===== src/rtl/uart_mon_pkg.sv =====
// Shared types and constants for the UART receive monitor.
// Holds the receiver state encoding, the byte type and the half-bit helper.
package uart_mon_pkg;

    localparam int unsigned CLKS_PER_BIT_DEF = 4167;
    localparam int unsigned HALF_BIT         = CLKS_PER_BIT_DEF / 2;

    typedef logic [7:0] byte_t;

    typedef enum logic [2:0] {
        IDLE      = 3'd0,
        START     = 3'd1,
        DATA      = 3'd2,
        STOP      = 3'd3,
        WAIT_HIGH = 3'd4
    } state_t;

    function automatic logic [15:0] half_bit(input int unsigned cpb);
        return 16'(cpb / 2);
    endfunction

endpackage


===== src/rtl/uart_rx_fifo.sv =====
// Show-ahead byte FIFO with extra-MSB pointers; a push into a full FIFO
// is still accepted when a pop retires the head in the same cycle.
module uart_rx_fifo
    import uart_mon_pkg::*;
#(
    parameter int unsigned DEPTH = 8
) (
    input  logic  core_clk,
    input  logic  core_rst,
    input  logic  push,
    input  byte_t wr_data,
    input  logic  pop,
    output byte_t rd_data,
    output logic  rd_valid,
    output logic  push_ok
);

    localparam int unsigned AW = $clog2(DEPTH);

    byte_t       mem [DEPTH];
    logic [AW:0] wr_ptr;
    logic [AW:0] rd_ptr;
    logic        empty;
    logic        full;
    logic        pop_ok;

    assign empty    = (wr_ptr == rd_ptr);
    assign full     = (wr_ptr[AW] != rd_ptr[AW]) && (wr_ptr[AW-1:0] == rd_ptr[AW-1:0]);
    assign pop_ok   = pop && !empty;
    assign push_ok  = push && (!full || pop_ok);
    assign rd_valid = !empty;
    assign rd_data  = mem[rd_ptr[AW-1:0]];

    always_ff @(posedge core_clk or posedge core_rst) begin
        if (core_rst) begin
            wr_ptr <= '0;
            rd_ptr <= '0;
            for (int i = 0; i < DEPTH; i++) begin
                mem[i] <= '0;
            end
        end else begin
            if (push_ok) begin
                mem[wr_ptr[AW-1:0]] <= wr_data;
                wr_ptr              <= wr_ptr + 1'b1;
            end
            if (pop_ok) begin
                rd_ptr <= rd_ptr + 1'b1;
            end
        end
    end

endmodule


===== src/rtl/uart_rx_monitor.sv =====
// 8N1 UART receiver for the SoC ser_tx line: synchronizer, bit FSM,
// status counters and a show-ahead byte FIFO drained by valid/ready.
module uart_rx_monitor
    import uart_mon_pkg::*;
#(
    parameter int unsigned CLKS_PER_BIT = 4167,
    parameter int unsigned FIFO_DEPTH   = 8,
    parameter byte_t       EOL_CHAR     = 8'h0A
) (
    input  logic        core_clk,
    input  logic        core_rst,
    input  logic        ser_rx,
    output byte_t       rx_data,
    output logic        rx_valid,
    input  logic        rx_ready,
    output logic        frame_err,
    output logic        overrun,
    output logic        eol_seen,
    output logic [15:0] byte_count,
    input  logic        clr_status,
    output logic        busy,
    output state_t      state_dbg
);

    localparam logic [15:0] BIT_LAST  = 16'(CLKS_PER_BIT - 1);
    localparam logic [15:0] HALF_LAST = half_bit(CLKS_PER_BIT) - 16'd1;

    logic        rx_meta;
    logic        rx_s;
    state_t      state;
    logic [15:0] bit_cnt;
    logic [2:0]  bit_idx;
    byte_t       shreg;
    logic        bit_done;
    logic        push;
    logic        push_ok;

    always_ff @(posedge core_clk or posedge core_rst) begin
        if (core_rst) begin
            rx_meta <= 1'b1;
            rx_s    <= 1'b1;
        end else begin
            rx_meta <= ser_rx;
            rx_s    <= rx_meta;
        end
    end

    assign bit_done = (bit_cnt == BIT_LAST);

    always_ff @(posedge core_clk or posedge core_rst) begin
        if (core_rst) begin
            state     <= IDLE;
            bit_cnt   <= '0;
            bit_idx   <= '0;
            shreg     <= '0;
            frame_err <= 1'b0;
        end else begin
            frame_err <= 1'b0;
            case (state)
                IDLE: begin
                    if (!rx_s) begin
                        state   <= START;
                        bit_cnt <= '0;
                    end
                end
                START: begin
                    if (bit_cnt == HALF_LAST) begin
                        bit_cnt <= '0;
                        bit_idx <= '0;
                        state   <= rx_s ? IDLE : DATA;
                    end else begin
                        bit_cnt <= bit_cnt + 16'd1;
                    end
                end
                DATA: begin
                    if (bit_done) begin
                        bit_cnt <= '0;
                        shreg   <= {rx_s, shreg[7:1]};
                        if (bit_idx == 3'd7) begin
                            state <= STOP;
                        end else begin
                            bit_idx <= bit_idx + 3'd1;
                        end
                    end else begin
                        bit_cnt <= bit_cnt + 16'd1;
                    end
                end
                STOP: begin
                    if (bit_done) begin
                        bit_cnt <= '0;
                        if (rx_s) begin
                            state <= IDLE;
                        end else begin
                            frame_err <= 1'b1;
                            state     <= WAIT_HIGH;
                        end
                    end else begin
                        bit_cnt <= bit_cnt + 16'd1;
                    end
                end
                WAIT_HIGH: begin
                    // A held-low line (break) must not restart a frame until it idles high.
                    if (rx_s) begin
                        state   <= IDLE;
                        bit_cnt <= '0;
                    end
                end
                default: state <= IDLE;
            endcase
        end
    end

    assign push      = (state == STOP) && bit_done && rx_s;
    assign busy      = (state != IDLE);
    assign state_dbg = state;
    assign eol_seen  = push_ok && (shreg == EOL_CHAR);

    always_ff @(posedge core_clk or posedge core_rst) begin
        if (core_rst) begin
            overrun    <= 1'b0;
            byte_count <= '0;
        end else if (clr_status) begin
            overrun    <= 1'b0;
            byte_count <= push_ok ? 16'd1 : 16'd0;
        end else begin
            if (push && !push_ok) begin
                overrun <= 1'b1;
            end
            if (push_ok && byte_count != 16'hFFFF) begin
                byte_count <= byte_count + 16'd1;
            end
        end
    end

    // rx_valid/rx_ready: rx_data is stable while rx_valid is high and the head
    // byte is consumed on any rising edge where both are high.
    uart_rx_fifo #(
        .DEPTH(FIFO_DEPTH)
    ) u_fifo (
        .core_clk(core_clk),
        .core_rst(core_rst),
        .push    (push),
        .wr_data (shreg),
        .pop     (rx_ready),
        .rd_data (rx_data),
        .rd_valid(rx_valid),
        .push_ok (push_ok)
    );

endmodule

===== config.mk =====
export PLATFORM = sky130hd
export DESIGN_NAME = uart_rx_monitor
export DESIGN_NICKNAME = d
export VERILOG_FILES = /design/src/rtl/uart_mon_pkg.sv /design/src/rtl/uart_rx_fifo.sv /design/src/rtl/uart_rx_monitor.sv
export SDC_FILE = /design/constraint.sdc
export NUM_CORES = 1
export LEC_CHECK = 0
export ABC_CLOCK_PERIOD_IN_PS = 3900
export CAP_MARGIN = 20
export CORE_MARGIN = 4
export CORE_UTILIZATION = 50
export DETAILED_ROUTE_END_ITERATION = 10
export GPL_TIMING_DRIVEN = 0
export PLACE_DENSITY_LB_ADDON = 0.1
export SLEW_MARGIN = 10
export SYNTH_ARGS = -nofsm -noshare
export SYNTH_HDL_FRONTEND = slang
export SYNTH_HIERARCHICAL = 1
export SYNTH_SLANG_ARGS = --single-unit

===== constraint.sdc =====
create_clock -name core_clk -period 3.9 [get_ports core_clk]
set_clock_uncertainty 0.2 [all_clocks]
set_input_delay 0.39 -clock core_clk [delete_from_list [all_inputs] [get_ports core_clk]]
set_output_delay 0.39 -clock core_clk [all_outputs]
set_load 0.1 [all_outputs]

==> results.json, run 1 <==
{
  "relSlewSlack_pct": 34.8,
  "ios": 37,
  "worst_pin_slew_ps": 974,
  "placed_cell_area_mm2": 0.00669,
  "grt-ovfl-total": 0,
  "period_share_pct": 96.6,
  "status": "complete, no violations",
  "cp_data_required_time_ps": 3310,
  "cp-start-kind": "register",
  "syn_inst": 471,
  "cts-root-buf": "clkbuf_16",
  "synth-seq-cells": 122,
  "clkTransAtPathRegs_ps": 50,
  "syn_nets": 483,
  "cts_tree": "done",
  "clk_path_buf_depth": 2,
  "finalSetupViolations": 0,
  "ir_worst_vdd_mv": 0.312,
  "yosys_warnings": 6,
  "critPathArrivalTime_ps": 3180,
  "track_usage_pct": 19.6,
  "drt-initial-drc-count": 265,
  "finalHoldViolCount": 0,
  "hold_ws_ps": 159,
  "nNetsFinal": 542,
  "ctsHoldBuffers": 0,
  "grt_pass1_wl_mm": 21.4,
  "io_buffers": 35,
  "die-area_mm2": 0.0140,
  "min_period_ps": 3770,
  "synthArstFlopShare_pct": 100,
  "gp_congestion": 0.819,
  "clk_latency_ps": 410,
  "dr.pass1.iters": 4,
  "drc": 0,
  "htree_levels": 4,
  "utilization_pct": 61.6,
  "vias_per_cell": 5.75,
  "slew_violations": 0,
  "syn_to_final_growth_pct": 21.0,
  "rsz0062_at_grt": "false",
  "synth-edff-count": 0,
  "timing.fmax_mhz": 265,
  "antennaDiodeCount": 0,
  "grt_max_degree": 46,
  "cts.sinks": 122,
  "num_rows": 40,
  "core_mm2": 0.0120,
  "synth_cell_type_count": 64,
  "antenna_found_initial": 0,
  "drive_gt1_share_pct": 32.0,
  "yosysSeqAreaShare_pct": 50.1,
  "start_util_pct": 51.0,
  "hpwl_mm": 8.32,
  "routedWlPerCell_um": 18.6,
  "crit_path_end_kind": "output port",
  "power.density_mw_per_mm2": 462,
  "cts_inserted_buffers": 17,
  "wirelength_mm": 12.8,
  "syn_avg_cell_area_um2": 12.9,
  "postRouteAntennaNets": 0,
  "die_w_um": 118,
  "p_leak_nw": 3.31,
  "drv_cap": 0,
  "syn-cell-area_mm2": 0.00610,
  "cp_max_fo": 10,
  "grt_pass1_vias": 4086,
  "stdcell_area_mm2": 0.00737,
  "worstSetupPathType": "register to output port",
  "hp-class": "input pin to register",
  "die_h_um": 118,
  "vias": 3970,
  "synth_ff_type": "dfrtp_1"
}
cell usage in the layout (no fill, tap or decap), types with 5 or more instances in the layout:
cell type	instances
a22o_1	5
inv_1	10
ha_1	7
dfrtp_1	120
nand2_1	20
buf_4	6
clkinvlp_4	6
o21ai_0	13
mux2_2	82
a31oi_1	6
a21oi_1	11
xor2_1	10
nor2_1	27
a211oi_4	5
clkbuf_1	8
or3_1	8
nand4_1	6
mux4_2	14
nand3_1	21
clkbuf_16	17
nor3_1	8
xnor2_1	14
clkdlybuf4s50_1	30
worst max-delay path: stages (launching register included):
cell	delay, ps
dfrtp_1	370
buf_6	200
buf_2	390
mux4_2	550
mux2_2	280
clkdlybuf4s50_1	970
cell families after synthesis:
group           after synthesis  synth area share (%)
fa+ha+maj                     7                  1.44
compound gates               59                  8.31
buf+inv                      29                  2.40
simple gates                128                  12.3
flops                       122                  50.1
mux                         101                  21.8
xor+xnor                     25                  3.72
metal layers:
metal	share of wire (%)	vias to the layer above	global-route usage [%]
li1	-	1870	-
met1	47	2024	26.6
met2	49	57	30.3
met3	2.9	19	6.08
met4	1.4	0	6.08
met5	0	-	0
worst paths after layout:
check,start,endpoint,slack (ps),cells after the start
hold reg to reg,rx_meta,rx_s,160,0
setup reg to reg,bit_cnt[0],u_fifo/mem[59],430,10
min in group asynchronous,core_rst,u_fifo/wr_ptr[1],180,2
hold / removal,clr_status,overrun,160,2
setup / recovery,u_fifo/rd_ptr[0],rx_data[3],130,5
max in group asynchronous,core_rst,rx_s,2630,3
Yosys cell counts (3+ instances only):
library cell,count,area [µm²]
dfrtp_1,120,3000
mux2_2,82,923
nor2_1,27,101
nand3_1,21,105
nand2_1,20,75.1
mux4_2,14,315
xnor2_1,14,123
o21ai_0,13,65.1
inv_1,12,45.0
a21oi_1,11,55.1
xor2_1,10,87.6
nor3_1,9,45.0
or3_1,8,50.1
clkbuf_1,7,26.3
ha_1,7,87.6
a31oi_1,6,37.5
nand4_1,6,37.5
a211oi_4,5,100
a22o_1,5,43.8
a21o_1,4,30.0
and2_1,3,18.8
and3_1,3,18.8
and4_1,3,26.3
buf_2,3,15.0
buf_4,3,22.5
buf_6,3,33.8
nor3b_1,3,22.5
nor4_1,3,18.8
stage by stage:
step | std cells | worst slack, ps | setup TNS [ps] | power (W)
after floorplan | 471 | 44.7 | 0 | 0.00168
final | 690 | 133 | 0 | 0.00341
after CTS | 687 | 59.0 | 0 | 0.00344
after detailed placement | 655 | -566 | -566 | 0.00180
after global placement | 653 | -535 | -535 | 0.00179
after global routing | 690 | 11.8 | 0 | 0.00355
repair_timing:
action	4_1_cts	5_1_grt
endpoints found under the setup margin	1	5
gates resized for setup	9	6
setup buffers	0	3
pin swaps	0	0
layout make-up:
| cell class | instances | area, µm² |
|---|---|---|
| Buffer | 16 | 97.6 |
| Multi-Input combinational cell | 320 | 2940 |
| Fill cell | 944 | 4590 |
| Timing Repair Buffer | 40 | 424 |
| Tap cell | 147 | 184 |
| Sequential cell | 122 | 3060 |
| Inverter | 13 | 51.3 |
| Clock inverter | 10 | 140 |
| Clock buffer | 22 | 484 |
power by group:
part           switching [W]  internal, W
clock network       0.000559      0.00107
registers          0.0000202      0.00129
logic               0.000294     0.000170
sequential cells by signal (all words and copies together) (netlist names):
signal         count
state_dbg          3
u_fifo/rd_ptr      4
overrun            1
bit_idx            3
bit_cnt           16
u_fifo/mem        64
u_fifo/wr_ptr      4
shreg              8
rx_s               1
byte_count        16
rx_meta            1
frame_err          1
No activity file was read; power rests on OpenSTA's default activity.
==> run 2: changes to the inputs <==
--- a/config.mk
+++ b/config.mk
@@ -5,7 +5,7 @@
 export SDC_FILE = /design/constraint.sdc
 export NUM_CORES = 1
 export LEC_CHECK = 0
-export ABC_CLOCK_PERIOD_IN_PS = 3900
+export ABC_CLOCK_PERIOD_IN_PS = 4670
 export CAP_MARGIN = 20
 export CORE_MARGIN = 4
 export CORE_UTILIZATION = 50
==> constraint.sdc (replaced) <==
create_clock -name core_clk -period 4.67 [get_ports core_clk]
set_clock_uncertainty 0.2 [all_clocks]
set_input_delay 0.467 -clock core_clk [delete_from_list [all_inputs] [get_ports core_clk]]
set_output_delay 0.467 -clock core_clk [all_outputs]
set_load 0.1 [all_outputs]
==> results.json, run 2 (synthesized netlist as in run 1, its figures left out) <==
{
  "drt-initial-drc-count": 196,
  "htree_levels": 4,
  "cp-start-kind": "register",
  "period_share_pct": 90.9,
  "syn_to_final_growth_pct": 19.0,
  "grt_pass1_wl_mm": 21.7,
  "power.density_mw_per_mm2": 378,
  "die_h_um": 118,
  "die_w_um": 118,
  "slew_violations": 0,
  "vias_per_cell": 5.80,
  "r2r.worst_path.cells": 10,
  "hp-class": "register to register",
  "wirelength_mm": 12.9,
  "cp_data_required_time_ps": 4000,
  "drive_gt1_share_pct": 31.3,
  "grt-ovfl-total": 0,
  "layout_commonest_cell": "dfrtp_1",
  "ir_worst_vdd_mv": 0.230,
  "vias": 3984,
  "dr.pass1.iters": 4,
  "routedWlPerCell_um": 18.8,
  "min_period_ps": 4250,
  "relSlewSlack_pct": 33.2,
  "hpwl_mm": 8.57,
  "grt_pass1_vias": 4122,
  "critPathArrivalTime_ps": 3580,
  "layout_common_cells": "dfrtp_1, mux2_2, clkdlybuf4s50_1",
  "cts_inserted_buffers": 17,
  "fill_cells": 973,
  "worstSetupPathType": "register to output port",
  "rsz0062_at_grt": "false",
  "finalHoldViolCount": 0,
  "fin_tns_setup_ps": 0,
  "p_leak_nw": 3.23,
  "postCtsSetupBuffers": 0,
  "start_util_pct": 51.0,
  "timing.fmax_mhz": 236,
  "drc": 0,
  "cts.sinks": 122,
  "crit_path_end_kind": "output port",
  "gp_congestion": 0.818,
  "io_buffers": 35,
  "reg_top3": "u_fifo/mem x64, bit_cnt x16, byte_count x16",
  "grt_max_degree": 42,
  "finalSetupViolations": 0,
  "ctsHoldBuffers": 0,
  "postRouteAntennaNets": 0,
  "clk_path_buf_depth": 2,
  "worst_pin_slew_ps": 999,
  "clkTransAtPathRegs_ps": 60,
  "die-area_mm2": 0.0140,
  "status": "complete, no violations",
  "antennaDiodeCount": 0,
  "cp_max_fo": 7,
  "cts_tree": "done",
  "hold_depth": 0,
  "hold_ws_ps": 173,
  "core_mm2": 0.0120,
  "clk_latency_ps": 420,
  "nNetsFinal": 539,
  "final_cell_count_no_fill": 687,
  "cts-root-buf": "clkbuf_16",
  "num_rows": 40,
  "track_usage_pct": 19.9,
  "placed_cells": 655,
  "drv_cap": 0,
  "largest_register": "u_fifo/mem",
  "largest_reg_flops": 64,
  "antenna_found_initial": 0,
  "ios": 37
}
[run 2: cell types whose count changed in the layout (fill, tap and decap cells not counted), sizes merged]
cell / previous run / this run
clkinvlp: 6 / 1
buf: 15 / 11
clkbuf: 29 / 33
clkdlybuf4s50: 30 / 34
clkinv: 2 / 6
dlymetal6s2s: 4 / 0
bufinv: 3 / 1
[run 2: worst paths after layout]
| kind | endpoint | startpoint | slack (ps) |
|---|---|---|---|
| min in group asynchronous | u_fifo/wr_ptr[2] | core_rst | 250 |
| min reg2reg | rx_s | rx_meta | 170 |
| max | eol_seen | bit_cnt[0] | 420 |
| min | rx_s | rx_meta | 170 |
| max in group asynchronous | rx_s | core_rst | 3350 |
| max reg2reg | u_fifo/mem[48] | bit_cnt[0] | 1010 |
[run 2: critical path, cell delays in order (launching register included)]
cell	delay, ps
dfrtp_1	400
inv_1	110
ha_1	180
nor4b_4	230
nand4_2	230
nor3_1	350
and2_1	270
inv_1	110
a21oi_2	300
inv_1	150
nor4_2	310
clkbuf_2	510
[run 2: final cells by class]
cell class	count	area [µm²]	share of cell area (%)
Inverter	13	51.3	0.707
Timing Repair Buffer	37	385	5.31
Clock inverter	7	62.6	0.863
Multi-Input combinational cell	320	2900	40.0
Tap cell	147	184	2.54
Sequential cell	122	3060	42.1
Clock buffer	25	515	7.11
Buffer	16	97.6	1.35
[run 2: where the power goes]
| group | switching, W | internal [W] |
|---|---|---|
| Combinational | 0.000241 | 0.000142 |
| Clock | 0.000447 | 0.000811 |
| Sequential | 0.0000176 | 0.00108 |
[run 2: timing repair]
action,in CTS,in global routing
gates cloned,0,0
endpoints found under the setup margin,1,1
pin swaps,0,0
gates resized for setup,1,3
[run 2: per-layer routing]
layer  track usage [%]  routed length (µm)  share of wire [%]  vias up
met5                 0                   0                  0        -
li1                  -                   -                  -     1848
met3              5.41                 499                3.9       14
met2              30.8                6350                 49       66
met4              7.68                 136                1.1        0
met1              26.9                5950                 46     2056
[run 2: per-stage QoR]
stage          cell area (µm²)  total power, W  worst slack (ps)  utilization, %
2_1_floorplan             6100         0.00141               118               -
3_3_place_gp              6640         0.00149               142            55.5
3_5_place_dp              6680         0.00150               147            55.8
4_1_cts                   7260         0.00277             0.488            60.7
5_1_grt                   7250         0.00285              92.0            60.6
6_report                  7250         0.00274               424            60.6
